`src/rtl/fpu_addsub_sched.sv`:
```
// -----------------------------------------------------------------------------
// fpu_addsub_sched
//
// Round-robin scheduler that shares one combinational FPU add/sub datapath
// among NUM_REQ requesters. One requester is granted from IDLE, and its
// operands and op select are registered onto the datapath. During the single
// EXEC cycle the datapath settles, and the result plus {Z,C,N,V} are
// captured. The response is then held in RESP until it is accepted. The
// round-robin pointer moves to one past the served requester only after the
// response handshake.
//
// Ports
//   clk, rst_n        clock (rising edge), asynchronous active-low reset
//   reqValid/reqReady per-requester request handshake (reqReady one-hot or 0)
//   reqSub            per-requester op select (1 = subtract)
//   reqOpA/reqOpB     packed operands, requester i at [i*BIT_WIDTH +: BIT_WIDTH]
//   dpSub/dpIn1/dpIn2 registered operands and op select to the datapath
//   dpOut/dpCondCodes combinational datapath result and {Z,C,N,V}
//   respValid/respReady response handshake
//   respData/respCondCodes/respId  captured result, flags, granted index
//   busy              high whenever the scheduler is not in IDLE
// -----------------------------------------------------------------------------
module fpu_addsub_sched #(
  parameter int BIT_WIDTH = 16,
  parameter int NUM_REQ   = 4,
  parameter int ID_WIDTH  = $clog2(NUM_REQ)
) (
  input  logic                           clk,
  input  logic                           rst_n,
  input  logic [NUM_REQ-1:0]             reqValid,
  output logic [NUM_REQ-1:0]             reqReady,
  input  logic [NUM_REQ-1:0]             reqSub,
  input  logic [NUM_REQ*BIT_WIDTH-1:0]   reqOpA,
  input  logic [NUM_REQ*BIT_WIDTH-1:0]   reqOpB,
  output logic                           dpSub,
  output logic [BIT_WIDTH-1:0]           dpIn1,
  output logic [BIT_WIDTH-1:0]           dpIn2,
  input  logic [BIT_WIDTH-1:0]           dpOut,
  input  logic [3:0]                     dpCondCodes,
  output logic                           respValid,
  input  logic                           respReady,
  output logic [BIT_WIDTH-1:0]           respData,
  output logic [3:0]                     respCondCodes,
  output logic [ID_WIDTH-1:0]            respId,
  output logic                           busy
);

  // One extra bit so rrPtr + offset never overflows before the modulo fold.
  localparam int CW = ID_WIDTH + 1;

  typedef enum logic [1:0] {
    S_IDLE = 2'd0,
    S_EXEC = 2'd1,
    S_RESP = 2'd2
  } state_e;

  state_e                 state_q, state_d;
  logic [ID_WIDTH-1:0]    rr_ptr_q, rr_ptr_d;
  logic                   dp_sub_q, dp_sub_d;
  logic [BIT_WIDTH-1:0]   dp_in1_q, dp_in1_d;
  logic [BIT_WIDTH-1:0]   dp_in2_q, dp_in2_d;
  logic                   resp_valid_q, resp_valid_d;
  logic [BIT_WIDTH-1:0]   resp_data_q, resp_data_d;
  logic [3:0]             resp_cc_q, resp_cc_d;
  logic [ID_WIDTH-1:0]    resp_id_q, resp_id_d;

  logic                   found_c;
  logic [ID_WIDTH-1:0]    win_c;
  logic [BIT_WIDTH-1:0]   op_a_c;
  logic [BIT_WIDTH-1:0]   op_b_c;
  logic                   sub_c;

  // Round-robin search: first valid requester at rrPtr, rrPtr+1, ... mod NUM_REQ.
  always_comb begin
    logic [CW-1:0] idx;
    // NOTE: every variable gets a default before any conditional assignment,
    // otherwise paths that skip an assignment infer a latch.
    found_c = 1'b0;
    win_c   = '0;
    idx     = '0;
    for (int k = 0; k < NUM_REQ; k++) begin
      idx = {1'b0, rr_ptr_q} + CW'(k);
      if (idx >= CW'(NUM_REQ)) begin
        idx = idx - CW'(NUM_REQ);
      end
      if (!found_c && reqValid[idx[ID_WIDTH-1:0]]) begin
        found_c = 1'b1;
        win_c   = idx[ID_WIDTH-1:0];
      end
    end
  end

  // Operand mux for the winner, plus the one-hot accept.
  always_comb begin
    op_a_c   = '0;
    op_b_c   = '0;
    sub_c    = 1'b0;
    reqReady = '0;
    for (int i = 0; i < NUM_REQ; i++) begin
      if (win_c == ID_WIDTH'(i)) begin
        op_a_c = reqOpA[i*BIT_WIDTH +: BIT_WIDTH];
        op_b_c = reqOpB[i*BIT_WIDTH +: BIT_WIDTH];
        sub_c  = reqSub[i];
      end
      // Gated by rst_n so no accept is signalled while reset is held,
      // even though the state register already reads IDLE.
      reqReady[i] = rst_n && (state_q == S_IDLE) && found_c &&
                    (win_c == ID_WIDTH'(i));
    end
  end

  // Next-state and datapath/response register updates.
  always_comb begin
    state_d      = state_q;
    rr_ptr_d     = rr_ptr_q;
    dp_sub_d     = dp_sub_q;
    dp_in1_d     = dp_in1_q;
    dp_in2_d     = dp_in2_q;
    resp_valid_d = resp_valid_q;
    resp_data_d  = resp_data_q;
    resp_cc_d    = resp_cc_q;
    resp_id_d    = resp_id_q;

    unique case (state_q)
      S_IDLE: begin
        if (found_c) begin
          dp_in1_d  = op_a_c;
          dp_in2_d  = op_b_c;
          dp_sub_d  = sub_c;
          resp_id_d = win_c;
          state_d   = S_EXEC;
        end
      end
      S_EXEC: begin
        resp_data_d  = dpOut;
        resp_cc_d    = dpCondCodes;
        resp_valid_d = 1'b1;
        state_d      = S_RESP;
      end
      S_RESP: begin
        // respValid is always high here, so respReady alone completes it.
        if (respReady) begin
          resp_valid_d = 1'b0;
          rr_ptr_d     = (resp_id_q == ID_WIDTH'(NUM_REQ - 1)) ?
                         '0 : resp_id_q + ID_WIDTH'(1);
          state_d      = S_IDLE;
        end
      end
      default: state_d = S_IDLE;
    endcase
  end

  // NOTE: state registers use non-blocking assignments so every flop samples
  // values from before the edge, independent of statement order.
  always_ff @(posedge clk or negedge rst_n) begin
    if (!rst_n) begin
      state_q      <= S_IDLE;
      rr_ptr_q     <= '0;
      dp_sub_q     <= 1'b0;
      dp_in1_q     <= '0;
      dp_in2_q     <= '0;
      resp_valid_q <= 1'b0;
      resp_data_q  <= '0;
      resp_cc_q    <= '0;
      resp_id_q    <= '0;
    end else begin
      state_q      <= state_d;
      rr_ptr_q     <= rr_ptr_d;
      dp_sub_q     <= dp_sub_d;
      dp_in1_q     <= dp_in1_d;
      dp_in2_q     <= dp_in2_d;
      resp_valid_q <= resp_valid_d;
      resp_data_q  <= resp_data_d;
      resp_cc_q    <= resp_cc_d;
      resp_id_q    <= resp_id_d;
    end
  end

  assign dpSub         = dp_sub_q;
  assign dpIn1         = dp_in1_q;
  assign dpIn2         = dp_in2_q;
  assign respValid     = resp_valid_q;
  assign respData      = resp_data_q;
  assign respCondCodes = resp_cc_q;
  assign respId        = resp_id_q;
  assign busy          = (state_q != S_IDLE);

endmodule

```
`config.mk`:
```
export PLATFORM = sky130hd
export DESIGN_NAME = fpu_addsub_sched
export DESIGN_NICKNAME = d
export VERILOG_FILES = /design/src/rtl/fpu_addsub_sched.sv
export SDC_FILE = /design/constraint.sdc
export NUM_CORES = 1
export LEC_CHECK = 0
export ABC_AREA = 1
export BUFFER_PORTS_ARGS = -buffer_cell sky130_fd_sc_hd__buf_2
export CAP_MARGIN = 20
export CORE_AREA = 2 2 96 98
export DETAILED_ROUTE_END_ITERATION = 8
export DIE_AREA = 0 0 98 100
export PLACE_DENSITY = 0.79
export RECOVER_POWER = 50
export SETUP_SLACK_MARGIN = 0.15
export SLEW_MARGIN = 15
export SYNTH_ARGS = -nofsm -noshare
export SYNTH_HDL_FRONTEND = slang
export SYNTH_SLANG_ARGS = --single-unit
export TNS_END_PERCENT = 5
```
`constraint.sdc`:
```
create_clock -name clk -period 2.6 [get_ports clk]
set_input_delay 0.13 -clock clk [delete_from_list [all_inputs] [get_ports clk]]
set_output_delay 0.13 -clock clk [all_outputs]
set_load 0.02 [all_outputs]
```
; ---- After elaboration in Yosys (flattened, before gate mapping)
; Index checks and enable logic that the tools add are counted.
[classes]
n_addsub = 8
order_cmp = 8
eq_ne = 8
muxes = 38
n_reduce_logical = 20
[op_table]
columns = cell, count
row1 = two-way mux 16 bit, 8
row2 = two-way mux 2 bit, 11
row3 = two-way mux 1 bit, 13
row4 = less-than comparator 2 x 3 -> 1 bit (second input constant), 4
row5 = >= comparator 3 bit (second input constant), 3
row6 = logical AND 1 bit, 9
row7 = binary-select mux 1 bit (select 2 bit), 4
row8 = equality test 2 bit (second input constant), 4
row9 = AND reduction 2 bit, 4
row10 = subtractor 2 x 1 -> 2 bit (second input constant), 4
row11 = adder 2 x 2 -> 3 bit (second input constant), 2
row12 = one-hot mux 2 bit (3 select lines), 1
row13 = equality test 2 x 1 -> 1 bit (second input constant), 2
row14 = zero test 2 bit, 2
row15 = != test 2 bit (second input constant), 2
row16 = nonzero test 2 bit, 2
row17 = adder 2 x 1 -> 3 bit (second input constant), 1
row18 = >= comparator 2 x 3 -> 1 bit (second input constant), 1
row19 = zero test 1 bit, 3
row20 = adder 2 x 1 -> 2 bit (second input constant), 1
row21 = one-hot mux 1 bit (2 select lines), 1
[totals]
reg_bits = 60
inputBits = 159
out_inout_bits = 61
wordCells = 91

; ---- Logic depth before layout (Yosys ltp)
[depth]
depth_word = 19
mapped_depth = 17
ltp_nobuf = 15

; ---- Worst setup path before layout
; No wires, ideal clock.
[synth_timing]
path_kind = flip-flop to output port
startpoint = reg rr_ptr_q[0]
endpoint = out reqReady[1]
arrival_ns = 2.012
t_required_ns = 2.470
slack_ns = 0.458
path_stages_with_launch = 12
n_path_buf = 2
cell_sequence = dfrtp_1 > inv_1 > nand2_1 > nand3_1 > nand2_2 > nor2_8 > nand3_2 > nand2_1 > nand2_2 > buf_4 > buf_2 > nor3_1
[synth_between]
elab_chain_len = 16
elab_cells_between_ends = 40
cone_classes = add/sub (7) / order compare (4) / eq/ne (1) / mux (20) / reduce/logical (8)
[synth_rtl]
columns = item, line
row1 = start: declaration, 58  ; logic [ID_WIDTH-1:0] rr_ptr_q, rr_ptr_d;
row2 = start signal: assignment, 168  ; rr_ptr_q <= rr_ptr_d;
row3 = "parallel branches: the longest is 15 deep, another holds adder 2 x 1 -> 3 bit", --
row4 = logical AND 1 bit *, 107  ; reqReady[i] = rst_n && (state_q == S_IDLE) && found_c &&
row5 = end: declaration, 31  ; output logic [NUM_REQ-1:0] reqReady,
; Every way passes the cells marked *. The select of a mux whose other input is x is not followed.

; ---- Final worst setup path
[layout_timing]
startpoint = reg rr_ptr_q[0]
endpoint = out reqReady[2]
[layout_between]
elab_chain_len = 16
elab_cells_between_ends = 40
cone_classes = add/sub (7) / order compare (4) / eq/ne (1) / mux (20) / reduce/logical (8)
[layout_rtl]
columns = item, line
row1 = "parallel branches: the longest is 15 deep, another holds adder 2 x 1 -> 3 bit", --
row2 = logical AND 1 bit *, 107
; Marks and branches as above.

==> impl_metrics.py <==
metrics = {
    "status": {
        "run_status": "complete, no violations",
    },
    "worst_setup_path": {
        "critical_path.startpoint_type": "flop",
        "worstSetupEndpoint": "reqReady[2]",
        "r2r-start": "rr_ptr_q[0]$_DFFE_PN0P_",
        "worst-endpoint-required_ns": 2.47,
        "critical_path.max_stage_delay_ns": 0.41,
        "setup.worst_path.class": "flop to primary output",
        "crit_path_cell_trace": "buf_6 -> nand2_1 -> nand3_1 -> nand2_2 -> nor2_1 -> nor2_1 -> nand2_4 -> nand2_4 -> inv_2 -> buf_8 -> nor3_4 -> buf_4",
        "timing.reg2reg.setup_slack_ns": 0.31,
        "crit_path_end_kind": "primary output",
        "r2r_end": "dpIn1[7]$_DFFE_PN0P_",
        "critical_path.startpoint": "rr_ptr_q[0]$_DFFE_PN0P_",
        "arrival_ns": 2.36,
        "worst_path_max_delay_cell": "sky130_fd_sc_hd__dfrtp_1",
        "worstPathMaxFanout": 22,
        "path_depth_of_the_worst_reg2reg_path": 15,
    },
    "cts": {
        "cts.clk_slew.worst_paths_ns": 0.08,
        "cts_htree_levels": 3,
        "tritoncts_num_sinks": 60,
        "clk_path_buf_depth": 2,
        "clk_latency_ns": 0.33,
        "root_buffer": "sky130_fd_sc_hd__clkbuf_8",
        "numCtsBuffers": 9,
        "tritoncts": "done",
    },
    "synth": {
        "synth-main-ff-cell": "sky130_fd_sc_hd__dfrtp_1",
        "synth_compound_gate_area_share": 0.0426,
        "main_combinational_cell_family_by_area_after_synthesis": "simple AND/OR/NAND/NOR gates",
        "yosysWarnings": 0,
        "synth-edff-count": 0,
        "yosys.cell_types.count": 29,
        "syn_inst": 518,
        "synth.avg_cell_area_um2": 7.19,
        "synth_top_area_frac": 0.403,
        "ys_seq_elements": 60,
        "syn_area_mm2": 0.00373,
        "async_flop_share": 1.00,
        "synth.mux.area_fraction": 0.0604,
        "synth.yosys.seq_area_share": 0.403,
        "post_synthesis_share_of_cell_area_spent_on_xor_and_xnor_gates": 0,
        "dominant_cell_type_by_area_after_synthesis": "sky130_fd_sc_hd__dfrtp_1",
        "netlist_top_cells_area": "sky130_fd_sc_hd__dfrtp_1 40%, sky130_fd_sc_hd__nand2_1 15%, sky130_fd_sc_hd__nand3_1 14%, sky130_fd_sc_hd__mux2_2 6.0%, sky130_fd_sc_hd__nor2_1 5.3%",
        "net_count_synth": 678,
        "post_synth_fa_ha_maj_area_fraction": 0.00336,
        "yosys.area_share.simple": 0.400,
    },
    "timing": {
        "setup-violations-final": 0,
        "setup_repair_after_global_routing_missed_its_margin": "false",
        "timing.final.crit_period_ns": 2.49,
        "timing.final.max_slew_violations": 0,
        "worst_case_clock_skew_ns": 0.00824,
        "worstMarginPinSlew_ns": 1.49,
        "ratio_of_final_minimum_period_to_clock_period": 0.957,
        "hold_viol_final": 0,
        "timing.setup.tns_ns": 0,
        "fmax_mhz": 402,
        "timing.max_slew.rel_slack": 0.00900,
    },
    "grt": {
        "gr-total-overflow": 0,
        "number_of_antenna_violations_at_the_first_check_in_global_routing": 1,
        "vias_in_the_first_global_route": 4105,
        "grt_max_degree": 61,
        "grt_first_pass_wirelength_um": 19000,
        "track_usage": 0.240,
    },
    "route": {
        "route.antenna.remaining_nets": 0,
        "first_pass_iters": 5,
        "drt-initial-drc-count": 218,
        "route.detailed.drc": 0,
        "routed_wl_um": 12400,
        "drt-vias-per-instance": 5.03,
        "route.vias.total": 4367,
        "drt-wirelength-per-cell_um": 14.3,
    },
    "cells_and_area": {
        "num-fill-cells": 855,
        "area_growth_pct": 46.3,
        "instances_no_fill": 868,
        "layout.area.seq_mm2": 0.00150,
        "multi_input_area_mm2": 0.00199,
        "final_common_cell": "sky130_fd_sc_hd__buf_2",
        "layout.nets": 911,
        "layout.cells.most_common_list": "185 x sky130_fd_sc_hd__buf_2, 140 x sky130_fd_sc_hd__nand2_1, 99 x sky130_fd_sc_hd__nand3_1",
        "final_layout_size_suffix_gt1_frac": 0.398,
        "finalInstanceArea_mm2": 0.00545,
    },
    "pwr": {
        "pwr-share-comb": 0.748,
        "sequentialPowerShare": 0.176,
        "clkPwrFrac": 0.076,
        "internal-power_mw": 4.75,
        "p_sw_frac": 0.516,
        "netSwitchingPower_mw": 5.05,
        "ir_drop_uv": 921,
        "power-per-cell-area_mw_per_mm2": 1800,
        "total_power_mw": 9.80,
        "total_leakage_power_nw": 2.95,
    },
    "floorplanning": {
        "initial_core_utilization": 0.419,
        "fp.coreArea_mm2": 0.00889,
        "placement_rows": 35,
        "floorplan.die.width_um": 98,
        "floorplan.die_area_mm2": 0.00980,
        "dieHeight_um": 100,
        "ios": 220,
    },
    "placement": {
        "place.detailed.hpwl_um": 8720,
        "place.detailed.instances": 831,
        "io_buffer_count": 219,
        "gpl.final_weighted_congestion": 0.951,
        "place_area_mm2": 0.00491,
    },
    "run": {
        "timing.max_cap.violations": 0,
    },
    "hold_path": {
        "timing.hold.worst.class": "primary input to flop",
    },
}
## final cells by class
class                           instances  area share
Timing Repair Buffer                  255       0.273
Antenna cell                            1    0.000459
Inverter                               40      0.0275
Clock buffer                            9      0.0227
Clock inverter                          7     0.00964
Sequential cell                        60       0.276
Tap cell                              111      0.0255
Multi-Input combinational cell        385       0.366
## layer usage
layer	track usage	share of wire
met5	0	0
met4	0.0791	0.018
met3	0.0557	0.073
met2	0.421	0.50
met1	0.293	0.41
## worst min-delay path by stage
stage                   start                      endpoint  slack, ns  depth (start not counted)
2_1_floorplan           rst_n          dpIn1[0]$_DFFE_PN0P_      -0.17                          0
6_report       dpCondCodes[3]  respCondCodes[3]$_DFFE_PN0P_       0.02                          2
3_3_place_gp            rst_n          dpIn1[9]$_DFFE_PN0P_       0.36                          2
4_1_cts                 rst_n          dpIn2[5]$_DFFE_PN0P_      0.007                          2
5_1_grt        dpCondCodes[3]  respCondCodes[3]$_DFFE_PN0P_     0.0009                          2
3_5_place_dp            rst_n          dpIn1[9]$_DFFE_PN0P_       0.37                          2
## cells by family (layout without fill, tap and decap cells)
| kind of cell | count (synthesis) | in the layout |
|---|---|---|
| AO/OA/AOI/OAI | 30 | 30 |
| adder cells (fa/ha/maj) | 1 | 1 |
| buffers and inverters | 73 | 311 |
| flip-flops | 60 | 60 |
| multiplexers | 20 | 20 |
| other | 0 | 1 |
| AND/OR/NAND/NOR | 334 | 334 |
## Yosys cell counts (2+ instances only)
cell type / instances
sky130_fd_sc_hd__nand2_4: 2
sky130_fd_sc_hd__buf_6: 3
sky130_fd_sc_hd__clkbuf_1: 4
sky130_fd_sc_hd__nor2_1: 53
sky130_fd_sc_hd__mux2_2: 20
sky130_fd_sc_hd__dfrtp_1: 60
sky130_fd_sc_hd__o21ai_1: 18
sky130_fd_sc_hd__nand3_1: 101
sky130_fd_sc_hd__buf_2: 18
sky130_fd_sc_hd__nand2_1: 148
sky130_fd_sc_hd__nand2_2: 7
sky130_fd_sc_hd__o21ai_0: 8
sky130_fd_sc_hd__inv_1: 30
sky130_fd_sc_hd__inv_2: 10
sky130_fd_sc_hd__or2_0: 4
sky130_fd_sc_hd__nor3_1: 4
sky130_fd_sc_hd__buf_4: 5
sky130_fd_sc_hd__buf_1: 2
sky130_fd_sc_hd__nand4_1: 11
## power groups by stage
stage	Clock, mW	Sequential, mW	Combinational, mW
final	0.748	1.72	7.33
after global routing	0.820	1.78	8.05
after CTS	0.777	1.72	6.56
after detailed placement	0	1.72	6.13
after global placement	0	1.71	5.97
after floorplan	0	2.24	4.06
## per-stage QoR
| stage | setup slack (ns) | util | hold slack [ns] |
|---|---|---|---|
| after global routing | 0.0223 | 0.613 | 0.000879 |
| after global placement | 0.403 | 0.552 | 0.360 |
| after floorplan | 0.458 | - | -0.166 |
| after detailed placement | 0.326 | 0.552 | 0.366 |
| after CTS | 0.140 | 0.585 | 0.00698 |
| final | 0.112 | 0.613 | 0.0240 |
## repair_timing
item	in CTS	in global routing
pin swaps	4	11
setup buffers	2	13
endpoints found under the hold margin	0	1
setup endpoints to repair	3	5
cloned	2	2
hold buffers	0	1
gates resized for setup	10	34
## critical path, delay by kind of cell, from the launching register on
kind / cells / cell delay [ns]
DFF: 1 / 0.41
and+or+nand+nor: 8 / 1.07
buffers and inverters: 4 / 0.53
## state kept, by name, summed over array words and instances (netlist names)
register and cells:
respId 2, dpIn1 16, respCondCodes 4, rr_ptr_q 2
dpIn2 16, respData 16, dpSub 1, state_q 2
respValid 1
(Power assumes the default switching activity.)
